<file path="src/rtl/div_share_pkg.sv">
// Shared types and constants for the divider-sharing controller.
`timescale 1ns/1ps
package div_share_pkg;

    typedef enum logic [1:0] {
        IDLE,
        ISSUE,
        WAIT,
        RESP
    } state_t;

    // Index width for a requester count; never narrower than one bit.
    function automatic int idw(input int n);
        return (n > 1) ? $clog2(n) : 1;
    endfunction

    // Quotient reported on divide-by-zero, sliced down to the operand width.
    localparam logic [63:0] DBZ_QUOTIENT = '1;

endpackage

</file>
<file path="src/rtl/div_share_ctrl_arbiter.sv">
// Round-robin arbiter: one-hot grant searched from rr_ptr+1, pointer moves on accept.
`timescale 1ns/1ps
module rr_arbiter
    import div_share_pkg::*;
#(
    parameter int NREQ = 4,
    localparam int IDW = idw(NREQ)
) (
    input  logic            clk,
    input  logic            rst,
    input  logic [NREQ-1:0] req,
    input  logic            accept,
    output logic [NREQ-1:0] grant,
    output logic [IDW-1:0]  grant_idx
);

    logic [IDW-1:0] rr_ptr;
    logic           found;

    // Walk the requesters starting just after the last winner and keep the first hit.
    always_comb begin
        grant     = '0;
        grant_idx = '0;
        found     = 1'b0;
        for (int i = 1; i <= NREQ; i++) begin
            for (int j = 0; j < NREQ; j++) begin
                if (!found && req[j] && (((int'(rr_ptr) + i) % NREQ) == j)) begin
                    grant[j]  = 1'b1;
                    grant_idx = IDW'(j);
                    found     = 1'b1;
                end
            end
        end
    end

    // Resetting to the last index gives requester 0 first priority.
    always_ff @(posedge clk or posedge rst) begin
        if (rst) begin
            rr_ptr <= IDW'(NREQ - 1);
        end else if (accept) begin
            rr_ptr <= grant_idx;
        end
    end

endmodule

</file>
<file path="src/rtl/div_share_ctrl.sv">
// Shares one iterative divider among NREQ requesters with round-robin arbitration,
// divide-by-zero bypass and a completion watchdog.
`timescale 1ns/1ps
module div_share_ctrl
    import div_share_pkg::*;
#(
    parameter int WID  = 8,
    parameter int NREQ = 4,
    parameter int TMO  = 4*WID + 8,
    localparam int IDW = idw(NREQ),
    localparam int WDW = $clog2(TMO + 1)
) (
    input  logic                clk,
    input  logic                rst,
    input  logic [NREQ-1:0]     req_valid,
    output logic [NREQ-1:0]     req_ready,
    input  logic [NREQ*WID-1:0] req_dividend,
    input  logic [NREQ*WID-1:0] req_divisor,
    output logic                resp_valid,
    input  logic                resp_ready,
    output logic [IDW-1:0]      resp_id,
    output logic [WID-1:0]      resp_quotient,
    output logic [WID-1:0]      resp_remainder,
    output logic                resp_dbz,
    output logic                resp_err,
    output logic                div_valid,
    output logic [WID-1:0]      div_dividend,
    output logic [WID-1:0]      div_divisor,
    input  logic                div_ready,
    input  logic [WID-1:0]      div_quotient,
    input  logic [WID-1:0]      div_remainder
);

    state_t         state;
    state_t         state_next;
    logic           accept;
    logic           timeout;
    logic [NREQ-1:0] grant;
    logic [IDW-1:0] grant_idx;
    logic [WID-1:0] sel_dividend;
    logic [WID-1:0] sel_divisor;
    logic [WDW-1:0] wd_count;

    rr_arbiter #(.NREQ(NREQ)) u_arb (
        .clk       (clk),
        .rst       (rst),
        .req       (req_valid),
        .accept    (accept),
        .grant     (grant),
        .grant_idx (grant_idx)
    );

    // The reset term keeps req_ready low while reset is held with requests pending.
    assign accept  = (state == IDLE) && (|req_valid) && !rst;
    assign timeout = (wd_count == WDW'(TMO - 1));

    always_comb begin
        sel_dividend = '0;
        sel_divisor  = '0;
        for (int i = 0; i < NREQ; i++) begin
            if (grant[i]) begin
                sel_dividend = req_dividend[i*WID +: WID];
                sel_divisor  = req_divisor[i*WID +: WID];
            end
        end
    end

    always_ff @(posedge clk or posedge rst) begin
        if (rst) begin
            state <= IDLE;
        end else begin
            state <= state_next;
        end
    end

    always_comb begin
        state_next = state;
        req_ready  = '0;
        div_valid  = 1'b0;
        resp_valid = 1'b0;
        unique case (state)
            IDLE: begin
                if (accept) begin
                    req_ready  = grant;
                    state_next = (sel_divisor == '0) ? RESP : ISSUE;
                end
            end
            ISSUE: begin
                div_valid  = 1'b1;
                state_next = WAIT;
            end
            WAIT: begin
                if (div_ready || timeout) begin
                    state_next = RESP;
                end
            end
            RESP: begin
                resp_valid = 1'b1;
                if (resp_ready) begin
                    state_next = IDLE;
                end
            end
            default: state_next = IDLE;
        endcase
    end

    // Counts WAIT cycles; TMO cycles in WAIT without a completion is a timeout.
    always_ff @(posedge clk or posedge rst) begin
        if (rst) begin
            wd_count <= '0;
        end else if (state == ISSUE) begin
            wd_count <= '0;
        end else if ((state == WAIT) && !timeout) begin
            wd_count <= wd_count + 1'b1;
        end
    end

    // A completion arriving on the expiry cycle is still taken as a good result.
    always_ff @(posedge clk or posedge rst) begin
        if (rst) begin
            div_dividend   <= '0;
            div_divisor    <= '0;
            resp_id        <= '0;
            resp_quotient  <= '0;
            resp_remainder <= '0;
            resp_dbz       <= 1'b0;
            resp_err       <= 1'b0;
        end else begin
            if (accept) begin
                div_dividend <= sel_dividend;
                div_divisor  <= sel_divisor;
                resp_id      <= grant_idx;
                resp_err     <= 1'b0;
                if (sel_divisor == '0) begin
                    resp_quotient  <= DBZ_QUOTIENT[WID-1:0];
                    resp_remainder <= sel_dividend;
                    resp_dbz       <= 1'b1;
                end else begin
                    resp_dbz <= 1'b0;
                end
            end
            if (state == WAIT) begin
                if (div_ready) begin
                    resp_quotient  <= div_quotient;
                    resp_remainder <= div_remainder;
                    resp_dbz       <= 1'b0;
                    resp_err       <= 1'b0;
                end else if (timeout) begin
                    resp_quotient  <= '0;
                    resp_remainder <= '0;
                    resp_dbz       <= 1'b0;
                    resp_err       <= 1'b1;
                end
            end
        end
    end

endmodule
</file>
<file path="config.mk">
export PLATFORM = sky130hd
export DESIGN_NAME = div_share_ctrl
export DESIGN_NICKNAME = d
export VERILOG_FILES = /design/src/rtl/div_share_pkg.sv /design/src/rtl/div_share_ctrl_arbiter.sv /design/src/rtl/div_share_ctrl.sv
export SDC_FILE = /design/constraint.sdc
export NUM_CORES = 1
export LEC_CHECK = 0
export ABC_CLOCK_PERIOD_IN_PS = 2770
export CAP_MARGIN = 20
export CORE_UTILIZATION = 25
export CTS_CLUSTER_SIZE = 12
export DETAILED_ROUTE_END_ITERATION = 12
export PLACE_DENSITY = 0.66
export SKIP_CTS_REPAIR_TIMING = 1
export SYNTH_ARGS = -nofsm -noshare
export SYNTH_HDL_FRONTEND = slang
export SYNTH_HIERARCHICAL = 1
export SYNTH_SLANG_ARGS = --single-unit
export TNS_END_PERCENT = 50
</file>
<file path="constraint.sdc">
create_clock -name clk -period 2.77 [get_ports clk]
set_input_delay 0.4155 -clock clk [delete_from_list [all_inputs] [get_ports clk]]
set_output_delay 0.4155 -clock clk [all_outputs]
set_load 0.01 [all_outputs]
</file>
==> results.sh, run 1 <==
export IMPL_critPathMaxFanout=5
export IMPL_dieArea_um2=11200
export IMPL_path_class="in2out"
export IMPL_drt_initial_drc_count=96
export IMPL_p_leak_nw=2.08
export IMPL_clock_sinks=46
export IMPL_crit_chain="clkdlybuf4s50_1 -> buf_4 -> or4_1 -> nand3_2 -> buf_4 -> nor2_1 -> clkdlybuf4s50_1"
export IMPL_syn_area_um2=2700
export IMPL_tritoncts="built"
export IMPL_route_met2_wl_um=4500
export IMPL_synth_simple_gate_area_share_pct=16.4
export IMPL_slowest_stage="or4_1"
export IMPL_ant_nets=0
export IMPL_io_buffers=129
export IMPL_dp_hpwl_um=6900
export IMPL_routed_wl_um=8900
export IMPL_ios=130
export IMPL_power_share_sequential_pct=27.6
export IMPL_fin_util_pct=44.7
export IMPL_nets=542
export IMPL_synth_compound_area_share_pct=29.6
export IMPL_maxCapViolCount=0
export IMPL_post_synth_top_area_fraction_pct=40.8
export IMPL_vias=2848
export IMPL_die_x_um=106
export IMPL_antenna_found_initial=0
export IMPL_synth_most_common_cell="dfrtp_1"
export IMPL_dr_pass1_iters=6
export IMPL_avgSynthCellArea_um2=9.38
export IMPL_overflow=0
export IMPL_ys_flop_type="dfrtp_1"
export IMPL_rsz0062_at_grt="yes"
export IMPL_wl_met3_um=441
export IMPL_vdd_drop_max_mv=0.284
export IMPL_place_area_um2=4400
export IMPL_clk_pin_slew_ps=90
export IMPL_rows=37
export IMPL_clock_skew_ps=9.31
export IMPL_synth_common_cells="dfrtp_1 (44), nand2_1 (34), a21oi_1 (17)"
export IMPL_synth_xor_area_share_pct=1.30
export IMPL_clkLatencyLatePin_ps=310
export IMPL_hold_ws_ps=480
export IMPL_route_detailed_drc=0
export IMPL_p_int_mw=2.59
export IMPL_yosys_warnings=6
export IMPL_synth_edf_count=0
export IMPL_wl_per_cell_um=15.2
export IMPL_ys_ff_latch=46
export IMPL_synthMuxAreaShare_pct=0.927
export IMPL_power_frac_comb_pct=59.9
export IMPL_design_area_um2=4660
export IMPL_pwr_share_clk_pct=12.6
export IMPL_place_gp_congestion=0.892
export IMPL_yosysTopAreaCell="dfrtp_1"
export IMPL_synth_cell_types=50
export IMPL_crit_arrival_ps=2340
export IMPL_critPathMaxStageDelay_ps=550
export IMPL_hold_viol_final=0
export IMPL_switchingPower_mw=1.54
export IMPL_dieHeight_um=106
export IMPL_track_usage_pct=15.8
export IMPL_syn2layout_area_growth_pct=72.4
export IMPL_synthesis_instances=288
export IMPL_p_per_area_nw_per_um2=886
export IMPL_r2r_setup_slack_ps=60
export IMPL_drive_gt1_share_pct=19.3
export IMPL_finalCriticalPeriod_ps=2760
export IMPL_crit_required_ps=2350
export IMPL_clockBufferDepth=2
export IMPL_setup_viol=0
export IMPL_yosys_top_cells_area="dfrtp_1 (41%), a221o_1 (5.9%), nand2_1 (4.7%), a21oi_1 (3.2%), a32o_1 (3.0%)"
export IMPL_cp_start_kind="input pin"
export IMPL_synthAdderAreaFrac_pct=2.32
export IMPL_highest_layer="met4"
export IMPL_cts_buffers=5
export IMPL_cp_end_kind="output pin"
export IMPL_slew_viol_final=0
export IMPL_slew_headroom_pct=57.2
export IMPL_initial_core_util_pct=25.9
export IMPL_coreArea_um2=10400
export IMPL_syn_nets=381
export IMPL_grt_pass1_vias=2972
export IMPL_root_buffer="clkbuf_8"
export IMPL_synth_top_family_by_area="compound AO/OA/AOI/OAI gates"
export IMPL_status="finished, final reports clean"
export IMPL_p_sw_share_pct=37.3
export IMPL_yosysSeqAreaShare_pct=42.7
export IMPL_grt_pass1_wl_um=14000
export IMPL_grt_max_degree=45
export IMPL_wl_met1_um=3820
export IMPL_worst_slew_pin_slew_ps=642
export IMPL_antennaDiodeCount=0
export IMPL_timing_final_crit_share_pct=99.5
export IMPL_fmax_mhz=363
export IMPL_min_path_type="reg2reg"
export IMPL_vias_per_cell=4.86
export IMPL_ys_async_sr_fraction_pct=100
export IMPL_htree_num_levels=2
## worst max-delay path, delay by kind of cell
kind	cells	cell delay, ps
simple gates	3	720
buf+inv	4	1210
## flip-flops by register name, summed over array words and instances (netlist names)
signal	flops
resp_remainder	8
u_arb/rr_ptr	2
div_dividend	8
resp_err	1
div_divisor	8
state	2
resp_dbz	1
wd_count	6
resp_id	2
resp_quotient	8
## routing by layer
metal | GRT usage [%] | up-vias
li1 | - | 1386
met3 | 2.51 | 13
met5 | 0 | -
met4 | 4.56 | 0
met2 | 28.0 | 101
met1 | 19.7 | 1348
## cell type report
class	instances	area, µm²
clock buffer	5	68.8
clock inverter	3	43.8
fill	1024	5760
inverter	17	70.1
multi-input combinational	203	1460
sequential	46	1150
tap	136	170
timing repair buffer	176	1690
## layout by cell type, fill, tap and decap left out, types with 6 or more instances in the layout
master,count
a21o_1,10
a21oi_1,16
a221o_1,16
a22oi_1,8
a32o_1,8
and2_1,6
buf_4,44
clkdlybuf4s50_1,124
dfrtp_1,44
inv_1,14
nand2_1,34
nand3_1,13
nor2_1,12
o21ai_1,8
o22ai_1,7
## logic make-up (layout without fill, tap and decap cells)
logic type	after synthesis	in the layout
DFF	46	46
adders and majority gates	5	5
AOI/OAI and AO/OA	103	103
xor gates and xnor gates	4	4
buffers and inverters	39	201
muxes	2	2
and+or+nand+nor	89	89
## stage by stage
step                worst slack (ps)  power [mW]  TNS [ps]  instances
finish                          13.0        4.13         0        586
global placement                -441        3.45     -7680        573
CTS                             -212        4.03     -3230        581
floorplan                       7.06        2.38         0        288
detailed placement              -527        3.50     -9050        573
global route                   -81.7        4.43      -932        586
## worst paths after layout
kind / from / to / depth (start not counted)
hold reg to reg: div_divisor[7] / div_divisor[7] / 2
setup reg to reg: u_arb/rr_ptr[0] / resp_remainder[4] / 12
max in group asynchronous: rst / resp_quotient[1] / 3
setup / recovery: req_valid[0] / req_ready[3] / 7
min in group asynchronous: rst / u_arb/rr_ptr[1] / 2
hold / removal: div_divisor[7] / div_divisor[7] / 2
## power groups by stage
stage	sequential [mW]	clock [mW]	combinational, mW
floorplan	1.21	0	1.16
global placement	1.15	0	2.30
detailed placement	1.16	0	2.34
CTS	1.15	0.536	2.35
global route	1.17	0.561	2.69
finish	1.14	0.518	2.47
No activity file was read; power rests on OpenSTA's default activity.
==> run 2: changes to the inputs <==
CORE_MARGIN = 2   (was unset)
MAX_ROUTING_LAYER = met4   (was unset)
==> results.sh, run 2 (synthesized netlist as in run 1, its figures left out) <==
export IMPL_fmax_mhz=360
export IMPL_crit_arrival_ps=2980
export IMPL_antennaDiodeCount=0
export IMPL_grt_use_met1_pct=19.4
export IMPL_clk_pin_slew_ps=90
export IMPL_use_met2_pct=26.4
export IMPL_finalCriticalPeriod_ps=2780
export IMPL_most_common_layout_cells="clkdlybuf4s50_1 (123), dfrtp_1 (44), buf_4 (43)"
export IMPL_coreArea_um2=10400
export IMPL_die_x_um=108
export IMPL_overflow=0
export IMPL_grtUsageMet3_pct=2.97
export IMPL_rsz0062_at_grt="yes"
export IMPL_grt_pass1_wl_um=13900
export IMPL_grt_pass1_vias=2931
export IMPL_vdd_drop_max_mv=0.369
export IMPL_vias_per_cell=4.82
export IMPL_path_class="reg2reg"
export IMPL_clock_sinks=46
export IMPL_grt_busiest_layer="met2"
export IMPL_nets=546
export IMPL_slew_headroom_pct=56.7
export IMPL_cp_end_kind="flop"
export IMPL_wl_per_cell_um=15.7
export IMPL_drive_gt1_share_pct=21.6
export IMPL_dieHeight_um=108
export IMPL_hold_viol_final=0
export IMPL_dr_pass1_iters=4
export IMPL_critPathMaxStageDelay_ps=610
export IMPL_cts_buffers=5
export IMPL_routed_wl_um=9290
export IMPL_worst_slew_pin_slew_ps=640
export IMPL_rows=37
export IMPL_antenna_found_initial=0
export IMPL_min_path_type="reg2reg"
export IMPL_grt_max_degree=45
export IMPL_fin_ws_ps=-9.07
export IMPL_syn2layout_area_growth_pct=76.2
export IMPL_hold_ws_ps=480
export IMPL_dp_hpwl_um=6900
export IMPL_ios=130
export IMPL_status="finished, violations left"
export IMPL_slew_viol_final=0
export IMPL_drt_initial_drc_count=141
export IMPL_cp_start_kind="flop"
export IMPL_track_usage_pct=15.6
export IMPL_critPathMaxFanout=7
export IMPL_clock_skew_ps=7.51
export IMPL_clkLatencyLatePin_ps=300
export IMPL_p_per_area_nw_per_um2=874
export IMPL_root_buffer="clkbuf_8"
export IMPL_p_leak_nw=2.14
export IMPL_vias=2842
export IMPL_timing_final_crit_share_pct=100
export IMPL_place_gp_congestion=0.895
export IMPL_initial_core_util_pct=25.9
export IMPL_io_buffers=129
export IMPL_ant_nets=0
export IMPL_mostFrequentLayoutCell="clkdlybuf4s50_1"
export IMPL_setup_tns_ps=-27.2
export IMPL_setup_viol=5
export IMPL_htree_num_levels=2
export IMPL_dieArea_um2=11600
export IMPL_cp_common_cell="buf_12"
export IMPL_route_detailed_drc=0
export IMPL_tritoncts="built"
export IMPL_maxCapViolCount=0
export IMPL_crit_chain="nand2b_4 -> a21oi_2 -> o22a_1 -> nor2_4 -> nor2b_4 -> buf_12 -> a221oi_4 -> o22ai_2 -> nor4_4 -> buf_6 -> buf_12 -> nand3_1 -> a32o_1"
export IMPL_crit_required_ps=2970
export IMPL_clockBufferDepth=2
export IMPL_violations="negative setup slack"
export IMPL_slowest_stage="dfstp_2"
[run 2: area by class of cell]
type | instances | area (µm²)
clock buffer | 6 | 82.6
clock inverter | 2 | 12.5
fill | 1050 | 5660
inverter | 17 | 70.1
multi-input combinational | 203 | 1490
sequential | 46 | 1150
tap | 136 | 170
timing repair buffer | 180 | 1780
[run 2: worst max-delay path: cells and delay by family, from the launching register on]
kind / cells / cell delay, ps
AO/OA/AOI/OAI: 5 / 930
AND/OR/NAND/NOR: 5 / 690
flip-flops: 1 / 610
buffers and inverters: 3 / 430
[run 2: per-stage QoR]
stage	setup slack, ps	instances	total power, mW	util (%)	cell area [µm²]
2_1_floorplan	7.06	288	2.38	-	2730
3_3_place_gp	-440	572	3.46	42.3	4410
3_5_place_dp	-568	572	3.52	42.3	4410
4_1_cts	-244	580	3.97	43.2	4500
5_1_grt	-124	590	4.46	45.7	4760
6_report	-9.07	590	4.16	45.7	4760
[run 2: worst paths after layout]
check	endpoint	slack [ps]	from	depth (start not counted)
max	resp_remainder[1]	-9	u_arb/rr_ptr[0]	13
min	resp_id[1]	480	resp_id[1]	2
max reg2reg	resp_remainder[1]	-9	u_arb/rr_ptr[0]	13
min reg2reg	resp_id[1]	480	resp_id[1]	2
max in group asynchronous	wd_count[2]	1640	rst	3
min in group asynchronous	u_arb/rr_ptr[1]	550	rst	2
[run 2: where the power goes]
group	total, mW	switching, mW	internal [mW]
combinational	2.57	1.16	1.41
clock	0.445	0.244	0.201
sequential	1.15	0.193	0.953
[run 2: layer usage]
layer	up-vias	part of all wire, %
met5	-	0
met4	0	0.98
met3	10	5.2
met2	94	50
met1	1340	44
li1	1398	-
==> run 3: changes to the inputs <==
ABC_CLOCK_PERIOD_IN_PS = 2570   (was 2770)
CAP_MARGIN = 25   (was 20)
CORE_MARGIN = unset   (was 2)
PLACE_DENSITY = 0.64   (was 0.66)
clock period = 2.57 ns   (was 2.77 ns; I/O delays follow)
==> results.sh, run 3 (synthesized netlist as in run 1, its figures left out) <==
export IMPL_ant_nets=0
export IMPL_route_detailed_drc=0
export IMPL_status="finished, violations left"
export IMPL_maxCapViolCount=0
export IMPL_most_common_layout_cells="clkdlybuf4s50_1 (123), dfrtp_1 (44), buf_4 (40)"
export IMPL_min_path_type="reg2reg"
export IMPL_dieArea_um2=11200
export IMPL_crit_required_ps=2750
export IMPL_mostFrequentLayoutCell="clkdlybuf4s50_1"
export IMPL_slowest_stage="dfstp_2"
export IMPL_vdd_drop_max_mv=0.416
export IMPL_fillers=1031
export IMPL_hold_ws_ps=481
export IMPL_root_buffer="clkbuf_8"
export IMPL_p_leak_nw=2.09
export IMPL_violations="negative setup slack"
export IMPL_critPathMaxStageDelay_ps=600
export IMPL_rsz0062_at_grt="yes"
export IMPL_initial_core_util_pct=25.9
export IMPL_vias_per_cell=4.81
export IMPL_ff_latch_area_um2=1150
export IMPL_slew_viol_final=0
export IMPL_cp_common_cell="buf_12"
export IMPL_tritoncts="built"
export IMPL_fin_ws_ps=-90.2
export IMPL_grt_pass1_wl_um=14100
export IMPL_dr_pass1_iters=4
export IMPL_cp_num_buf_inv=2
export IMPL_dp_hpwl_um=6920
export IMPL_path_class="reg2reg"
export IMPL_p_per_area_nw_per_um2=941
export IMPL_clock_sinks=46
export IMPL_cp_end_kind="flop"
export IMPL_finalCriticalPeriod_ps=2660
export IMPL_crit_chain="nand2b_4 -> a21oi_2 -> o22a_1 -> nor2_4 -> nor2b_4 -> buf_12 -> a221oi_4 -> o22ai_2 -> nor4_4 -> buf_12 -> nand3_1 -> a32o_1"
export IMPL_ios=130
export IMPL_antennaDiodeCount=0
export IMPL_grt_pass1_vias=2944
export IMPL_clkLatencyLatePin_ps=290
export IMPL_fmax_mhz=376
export IMPL_cts_buffers=5
export IMPL_nets=539
export IMPL_routed_wl_um=8900
export IMPL_htree_num_levels=2
export IMPL_antenna_found_initial=0
export IMPL_rows=37
export IMPL_dieHeight_um=106
export IMPL_cp_start_kind="flop"
export IMPL_r2r_setup_slack_ps=-90
export IMPL_drt_initial_drc_count=113
export IMPL_io_buffers=129
export IMPL_wl_per_cell_um=15.3
export IMPL_vias=2807
export IMPL_setup_viol=17
export IMPL_timing_final_crit_share_pct=104
export IMPL_clk_pin_slew_ps=90
export IMPL_drive_gt1_share_pct=19.0
export IMPL_critPathMaxFanout=16
export IMPL_crit_arrival_ps=2840
export IMPL_die_x_um=106
export IMPL_track_usage_pct=16.3
export IMPL_syn2layout_area_growth_pct=71.7
export IMPL_place_gp_congestion=0.817
export IMPL_overflow=0
export IMPL_grt_max_degree=45
export IMPL_multi_input_area_um2=1470
export IMPL_worst_slew_pin_slew_ps=634
export IMPL_crit_family="compound AO/OA/AOI/OAI gates"
export IMPL_clock_skew_ps=8.17
export IMPL_hold_viol_final=0
export IMPL_slew_headroom_pct=57.2
export IMPL_total_power_mw=4.36
export IMPL_coreArea_um2=10400
export IMPL_clockBufferDepth=2
[run 3: cell count changes in the layout (fill, tap and decap cells not counted), sizes merged]
cell | previous run | this run
clkbuf | 9 | 7
clkinvlp | 2 | 1
buf | 48 | 44
[run 3: power by group]
group | switching, mW | internal [mW]
Combinational | 1.21 | 1.48
Sequential | 0.195 | 1.03
Clock | 0.243 | 0.218
Total | 1.64 | 2.72
[run 3: final cells by class]
type	instances	area share, %
flip-flops and latches	46	24.9
inverters	17	1.51
multi-input cells	203	31.8
repair buffers	173	36.2
clock inverters	1	0.108
well taps	136	3.67
clock buffers	7	1.86
[run 3: layer usage]
metal | track usage (%) | routed length (µm)
met3 | 2.51 | 418
met2 | 29.6 | 4720
met5 | - | 0
met4 | 3.27 | 65
met1 | 19.0 | 3690
[run 3: final timing paths]
kind / startpoint / end / depth (start not counted)
max in group asynchronous: rst / resp_err / 3
worst max-delay path: u_arb/rr_ptr[0] / resp_remainder[1] / 12
worst min-delay path: div_divisor[3] / div_divisor[3] / 2
min in group asynchronous: rst / u_arb/rr_ptr[0] / 2
worst max register to register: u_arb/rr_ptr[0] / resp_remainder[1] / 12
worst min register to register: div_divisor[3] / div_divisor[3] / 2
[run 3: through the flow]
step	setup slack (ps)	TNS (ps)	cell area, µm²	util [%]	instances
6_report	-90.2	-816	4640	44.5	583
5_1_grt	-200	-2970	4640	44.5	583
4_1_cts	-369	-6460	4530	43.5	582
3_5_place_dp	-675	-12460	4440	42.6	574
3_3_place_gp	-597	-10740	4440	42.6	574
2_1_floorplan	-179	-2110	2760	-	288
[run 3: worst reg2reg max path, stage by stage (launching register included)]
cell      delay, ps
dfstp_2         600
nand2b_4        150
a21oi_2          50
o22a_1          200
nor2_4          130
nor2b_4          70
buf_12          140
a221oi_4        250
o22ai_2         150
nor4_4          270
buf_12          180
nand3_1          90
a32o_1          260
